<file path="config.mk">
export PLATFORM = sky130hd
export DESIGN_NAME = pc_branch_lut
export DESIGN_NICKNAME = d
export VERILOG_FILES = /design/src/rtl/pc_pkg.sv /design/src/rtl/pc_target_table.sv /design/src/rtl/pc_branch_lut.sv
export SDC_FILE = /design/constraint.sdc
export NUM_CORES = 1
export LEC_CHECK = 0
export CAP_MARGIN = 20
export CELL_PAD_IN_SITES_DETAIL_PLACEMENT = 1
export CELL_PAD_IN_SITES_GLOBAL_PLACEMENT = 2
export CORE_UTILIZATION = 45
export DETAILED_ROUTE_END_ITERATION = 10
export PLACE_DENSITY_LB_ADDON = 0.1
export SLEW_MARGIN = 10
export SYNTH_ARGS = -nofsm -noshare
export SYNTH_HDL_FRONTEND = slang
export SYNTH_SLANG_ARGS = --single-unit
</file>
<file path="constraint.sdc">
create_clock -name Clk -period 11.5 [get_ports Clk]
set_clock_uncertainty 0.1 [all_clocks]
set_input_delay 2.3 -clock Clk [delete_from_list [all_inputs] [get_ports Clk]]
set_output_delay 2.3 -clock Clk [all_outputs]
set_load 0.1 [all_outputs]
</file>
<file path="src/rtl/pc_pkg.sv">
// pc_pkg: shared types, default branch-target table and counter width for pc_branch_lut
package pc_pkg;
   localparam int PC_D = 12;
   localparam int BR_CNT_W = 16;
   typedef struct packed {
      logic            rel;
      logic [PC_D-1:0] value;
   } lut_entry_t;
   typedef struct packed {
      logic        rel;
      logic [31:0] value;
   } lut_default_t;
   localparam lut_default_t PC_LUT_DEFAULTS [8] = '{
      '{1'b1, 32'd3},
      '{1'b1, 32'hFFFF_FFFC},
      '{1'b1, 32'd8},
      '{1'b1, 32'hFFFF_FFF3},
      '{1'b0, 32'd5},
      '{1'b0, 32'd5},
      '{1'b0, 32'd300},
      '{1'b0, 32'd400}
   };
   function automatic lut_default_t lut_default(input int i);
      return (i >= 0 && i < 8) ? PC_LUT_DEFAULTS[i[2:0]] : '0;
   endfunction
endpackage

</file>
<file path="src/rtl/pc_target_table.sv">
// pc_target_table: rewritable branch-target table with reset defaults and combinational read
module pc_target_table
   import pc_pkg::*;
#(
   parameter int D  = PC_D,
   parameter int AW = 3
) (
   input  logic          Clk,
   input  logic          Reset,
   input  logic          wr_en,
   input  logic [AW-1:0] wr_addr,
   input  logic [D-1:0]  wr_target,
   input  logic          wr_rel,
   input  logic [AW-1:0] sel,
   output logic          rel,
   output logic [D-1:0]  value
);
   localparam int DEPTH = 2 ** AW;
   logic [D:0] tbl      [DEPTH];
   logic [D:0] defaults [DEPTH];
   for (genvar g = 0; g < DEPTH; g++) begin : g_def
      localparam lut_default_t DE = lut_default(g);
      assign defaults[g] = {DE.rel, DE.value[D-1:0]};
   end
   // entries reload their defaults on reset; writes land regardless of stall
   always_ff @(posedge Clk or posedge Reset) begin
      if (Reset) begin
         for (int i = 0; i < DEPTH; i++) tbl[i] <= defaults[i];
      end else if (wr_en) begin
         tbl[wr_addr] <= {wr_rel, wr_target};
      end
   end
   assign rel   = tbl[sel][D];
   assign value = tbl[sel][D-1:0];
endmodule

</file>
<file path="src/rtl/pc_branch_lut.sv">
// pc_branch_lut: PC register with table-driven relative/absolute branches; PC_BRANCH_CNT_EN adds a saturating taken-branch counter
module pc_branch_lut
   import pc_pkg::*;
#(
   parameter int             D     = PC_D,
   parameter int             AW    = 3,
   parameter logic [D-1:0]   START = '0
) (
   input  logic                Clk,
   input  logic                Reset,
   input  logic                stall,
   input  logic                branch_en,
   input  logic [AW-1:0]       sel,
   input  logic                wr_en,
   input  logic [AW-1:0]       wr_addr,
   input  logic [D-1:0]        wr_target,
   input  logic                wr_rel,
   output logic [D-1:0]        pc,
   output logic                branch_taken,
   output logic [BR_CNT_W-1:0] branch_count
);
   logic         ent_rel;
   logic [D-1:0] ent_val;
   logic [D-1:0] next_pc;
   logic         take;
   pc_target_table #(.D(D), .AW(AW)) u_table (
      .Clk       (Clk),
      .Reset     (Reset),
      .wr_en     (wr_en),
      .wr_addr   (wr_addr),
      .wr_target (wr_target),
      .wr_rel    (wr_rel),
      .sel       (sel),
      .rel       (ent_rel),
      .value     (ent_val)
   );
   // stall beats branch beats sequential step; relative adds wrap at D bits
   always_comb begin
      take    = !stall && branch_en;
      next_pc = stall ? pc : take ? (ent_rel ? pc + ent_val : ent_val) : pc + D'(1);
   end
   // PC register and one-cycle taken pulse
   always_ff @(posedge Clk or posedge Reset) begin
      if (Reset) begin
         pc           <= START;
         branch_taken <= 1'b0;
      end else begin
         pc           <= next_pc;
         branch_taken <= take;
      end
   end
`ifdef PC_BRANCH_CNT_EN
   logic [BR_CNT_W-1:0] cnt;
   // counts taken branches, sticking at all-ones
   always_ff @(posedge Clk or posedge Reset) begin
      if (Reset) cnt <= '0;
      else if (take && cnt != '1) cnt <= cnt + 1'b1;
   end
   assign branch_count = cnt;
`else
   assign branch_count = '0;
`endif
endmodule

</file>
; ---- Word level (Yosys, flattened, before mapping)
; Cells that the tools add are included.
[classes]
reduce_logical = 3
order_cmp = 3
n_mux = 8
add_sub_neg = 2
n_bitwise = 2
[op_table]
columns = cell, count
row1 = bitwise mux 104 bit, 1
row2 = binary-select mux 13 bit (select 3 bit), 1
row3 = demux 13 bit (select 3 bit), 1
row4 = 2-to-1 mux 13 bit, 3
row5 = 2-to-1 mux 12 bit, 2
row6 = adder 12 x 1 -> 12 bit (second input constant), 1
row7 = adder 12 bit, 1
row8 = >= comparator 4 bit (second input constant), 2
row9 = inverter 3 -> 4 bit, 2
row10 = less-than comparator 4 x 1 -> 1 bit (second input constant), 1
row11 = logical AND 1 bit, 2
row12 = logical NOT 1 bit, 1
[word_totals]
ff_bits = 117
inputBits = 24

; ---- Depth between registers and ports, before layout
[logic_depth]
depth_word = 7
mapped_depth = 13
ltp_nobuf = 12

; ---- Modules after synthesis
; Synthesis repeated with hierarchy kept, for this count alone.
[unflattened]
cells_unflattened = 468
hier_area_um2 = 6393.6
[modules_own_cells]
columns = mod, seq_area_each_um2, area_per_inst_um2, cells_per_inst, n_inst
row1 = pc_target_table, 2650.0, 4833.4, 271, 1
row2 = pc_branch_lut, 325.3, 1560.2, 197, 1

; ---- Worst setup path after synthesis
; No wires, ideal clock.
[synth_timing]
kind = input port to flip-flop
from = in sel[0]
to = reg pc[10]
path_stages = 13
setup_ns = 0.138
t_arrival_ns = 5.059
setup_slack_ns = 6.203
path_cell_list = buf_6 -> buf_12 -> buf_12 -> mux4_1 -> mux2_2 -> ha_1 -> nor2b_1 -> o31ai_1 -> a21oi_1 -> nor2_1 -> o21ai_0 -> a2111oi_0 -> nor3_2
[synth_via]
elab_chain_len = 7
[synth_rtl]
columns = element, line
row1 = from (decl), pc_branch_lut.sv:13  ; input logic [AW-1:0] sel,
row2 = inverter 3 -> 4 bit (implied by the code) *, "pc_target_table.sv:33, pc_target_table.sv:34"
row3 = binary-select mux 13 bit (select 3 bit) *, "pc_target_table.sv:33, pc_target_table.sv:34"
row4 = 2-to-1 mux 13 bit (implied by the code) * (2 in a row), pc_target_table.sv:33  ; assign rel = tbl[sel][D];
row5 = adder 12 bit, pc_branch_lut.sv:40  ; next_pc = stall ? pc : take ? (ent_rel ? pc + ent_val : ent_val) : pc + D'(1);
row6 = 2-to-1 mux 12 bit * (2 in a row), pc_branch_lut.sv:40
row7 = to (signal assigned), pc_branch_lut.sv:48  ; pc <= next_pc;
row8 = to (decl), pc_branch_lut.sv:18  ; output logic [D-1:0] pc,
; Mark *: on every way between the ends. The rest lies on a longest branch, timed or not. The select of a mux whose other input is x is not followed.
; A chain may end at the register's enable or synchronous reset.

; ---- Worst setup path in the final report
; Ends and elaborated chain as after synthesis.

==> impl_metrics.toml <==
[place]
place_area_sq_um = 6740
dpl.hpwl_mm = 9.24
gp_congestion = 0.803
place.port_buffers = 36
placed_cells = 649

[floorplanning]
die_h_um = 120
die-area_sq_um = 14400
ioPinCount = 53
core-area_sq_um = 13400
die_x_um = 120
start_util_pct = 46.8
num_rows = 42

[critical_path]
cp.arrival_ps = 6080
critPathRequiredTime_ps = 11680
cp.buffers_inverters = 3
worst_setup_path_start_kind = "input pin"
worstRegToRegCells = 12
crit_family = "compound AO/OA/AOI/OAI gates"
crit_slowest_cell = "mux4_1"
crit_cells = 14
critPathMaxStageDelay_ps = 630
crit_chain = "clkdlybuf4s50_1 > buf_4 > mux4_1 > mux2_2 > ha_1 > inv_1 > fa_1 > nor2b_1 > o31ai_1 > a21oi_1 > nor2_1 > o21ai_0 > a2111oi_0 > nor3_2"
worstSetupEndpointType = "flip-flop"
path_max_fanout = 24
crit_type = "input pin to flip-flop"

[clock_tree]
cts.path.max_buffers = 2
cts_sinks = 117
cts_root_buffer = "clkbuf_16"
cts_buffers = 17
cts_setup_buffers = 0
path_clk_slew_ps = 50
clk_latency_ps = 410
ctsHoldBuffers = 0
cts_tree = "done"
cts_resized = 0
htreeDepth = 4

[sta]
finalHoldViolations = 0
slew-limit-headroom_pct = 27.9
period_share_pct = 51.3
final_max_slew_viol_count = 0
setup_tns_ps = 0
period_needed_ps = 5900
setup_violations = 0
fmax_ghz = 0.170
rsz0062_at_grt = "false"
max_slew.worst_pin.slew_ps = 1080

[power_and_ir_drop]
p_sw_share_pct = 34.9
p_per_area_nw_per_um2 = 251
p_int_w = 0.00122
switching_power_w = 0.000653
p_clk_share_pct = 32.5
ir_drop_v = 0.000176
power_w = 0.00187
power_frac_comb_pct = 34.7
p_seq_share_pct = 32.8
p_leak_nw = 3.09

[flow_run]
drv_cap = 0

[grt]
grt_max_degree = 71
grt_pass1_wl_mm = 24.3
grt-ovfl-total = 0
antenna_found_initial = 0
grt_pass1_vias = 4341
grt_use_total_pct = 22.5

[drt]
viasPerCell = 5.74
firstDrtPassIters = 4
drt_iter0_drc = 150
ant_nets = 0
avgRoutedWirePerCell_um = 21.1
num_vias = 3922
drc = 0
drt-total-wl_mm = 14.4

[yosys]
ys.flop_type = "dfrtp_1"
synth_seq_cells = 117
synth_edf_count = 0
synth-seq-area-share_pct = 47.4
synthCells = 454
syn_avg_cell_area_sq_um = 13.8
ys.warnings.count = 0
netlist_area_sq_um = 6280
ys_types = 53
async_flop_share_pct = 100

[layout]
stdcell_area_sq_um = 7440
antenna_cells = 0
fin_cells = 683
syn_to_final_growth_pct = 18.6
nets = 531
final_util_pct = 55.6
drive_above_1_share_pct = 41.4

[hold_path]
hp-class = "flip-flop to flip-flop"
min_path_cells = 1

[outcome]
status = "completed"
## cell usage in the layout (no fill, tap or decap), types with 6 or more instances in the layout
master           synthesis  layout
mux2_2                 118     118
ha_1                    12      12
dfrtp_1                 79      79
nor2_1                  14      14
dfstp_2                 38      38
bufinv_16                0       6
mux4_2                   6       6
buf_4                   16       6
o21ai_0                  9       9
clkbuf_16                0      17
clkdlybuf4s50_1          0      36
a21oi_1                 17      17
mux4_1                  20      20
mux2i_1                  6       6
nand2_1                 13      13
conb_1                   1      16
## final cells by class
| type | instances | area [sq um] |
|---|---|---|
| Fill cell | 1329 | 5960 |
| Multi-Input combinational cell | 309 | 3120 |
| Sequential cell | 117 | 2980 |
| Clock buffer | 20 | 457 |
| Timing Repair Buffer | 44 | 428 |
| Clock inverter | 12 | 225 |
| Tap cell | 176 | 220 |
| Inverter | 5 | 21.3 |
## registers in the layout, summed over array words and instances, names as in the netlist
signal	count
u_table.tbl	104
branch_taken	1
pc	12
## cells by family after synthesis
| logic type | synth area share [%] |
|---|---|
| buffers and inverters | 4.44 |
| multiplexers | 33.0 |
| adder cells (fa/ha/maj) | 2.71 |
| flip-flops | 47.4 |
| AO/OA/AOI/OAI | 6.02 |
| XOR/XNOR | 0.977 |
| other | 0.0597 |
| AND/OR/NAND/NOR | 5.38 |
## worst paths after layout
kind,startpoint,end,slack (ps)
setup / recovery,sel[0],pc[10],5600
hold / removal,u_table.tbl[33],u_table.tbl[33],390
setup reg to reg,u_table.tbl[13],pc[10],8100
hold reg to reg,u_table.tbl[33],u_table.tbl[33],390
max in group asynchronous,Reset,u_table.tbl[31],7790
min in group asynchronous,Reset,pc[9],2310
## synth_stat cells (all sizes together), types with 2 or more instances
| cell | n | area [sq um] |
|---|---|---|
| a211oi | 5 | 37.5 |
| a21boi | 2 | 15.0 |
| a21oi | 17 | 85.1 |
| a31oi | 5 | 31.3 |
| and3 | 4 | 25.0 |
| buf | 28 | 223 |
| clkbuf | 10 | 37.5 |
| dfrtp | 79 | 1980 |
| dfstp | 38 | 998 |
| ha | 12 | 150 |
| inv | 4 | 15.0 |
| mux2 | 118 | 1330 |
| mux2i | 7 | 82.6 |
| mux4 | 26 | 661 |
| nand2 | 13 | 48.8 |
| nand2b | 5 | 31.3 |
| nand3 | 4 | 20.0 |
| nand4 | 3 | 18.8 |
| nand4b | 3 | 26.3 |
| nor2 | 14 | 52.6 |
| nor2b | 5 | 31.3 |
| nor3 | 5 | 30.0 |
| nor3b | 3 | 22.5 |
| o211ai | 3 | 22.5 |
| o21ai | 12 | 60.1 |
| o22ai | 4 | 25.0 |
| xnor2 | 4 | 35.0 |
| xor2 | 3 | 26.3 |
## stage by stage
step / hold WS, ps / setup slack [ps]
floorplan: 370 / 6060
global placement: 379 / 5280
detailed placement: 387 / 5170
CTS: 399 / 5600
global route: 411 / 5330
finish: 395 / 5600
## layer usage
| layer | part of all wire [%] | global-route usage (%) | vias up |
|---|---|---|---|
| met1 | 45 | 28.7 | 2064 |
| met4 | 1.0 | 7.50 | 0 |
| met3 | 2.5 | 4.28 | 14 |
| li1 | - | - | 1781 |
| met5 | 0 | 0 | - |
| met2 | 51 | 38.3 | 63 |
## worst reg2reg max path, delay by kind of cell, from the launching register on
family / cells / cell delay (ps)
AO/OA/AOI/OAI: 4 / 1220
adder cells (fa/ha/maj): 2 / 410
buffers and inverters: 1 / 80
flip-flops: 1 / 380
multiplexers: 2 / 810
AND/OR/NAND/NOR: 3 / 270
## power groups by stage
| stage | clock (W) | sequential, W | combinational [W] |
|---|---|---|---|
| 6_report | 0.000607 | 0.000612 | 0.000649 |
| 5_1_grt | 0.000633 | 0.000627 | 0.000706 |
| 4_1_cts | 0.000617 | 0.000612 | 0.000655 |
| 3_5_place_dp | 0 | 0.000618 | 0.000650 |
| 3_3_place_gp | 0 | 0.000610 | 0.000636 |
| 2_1_floorplan | 0 | 0.000728 | 0.000386 |
Power figures use the tool's default switching activity.
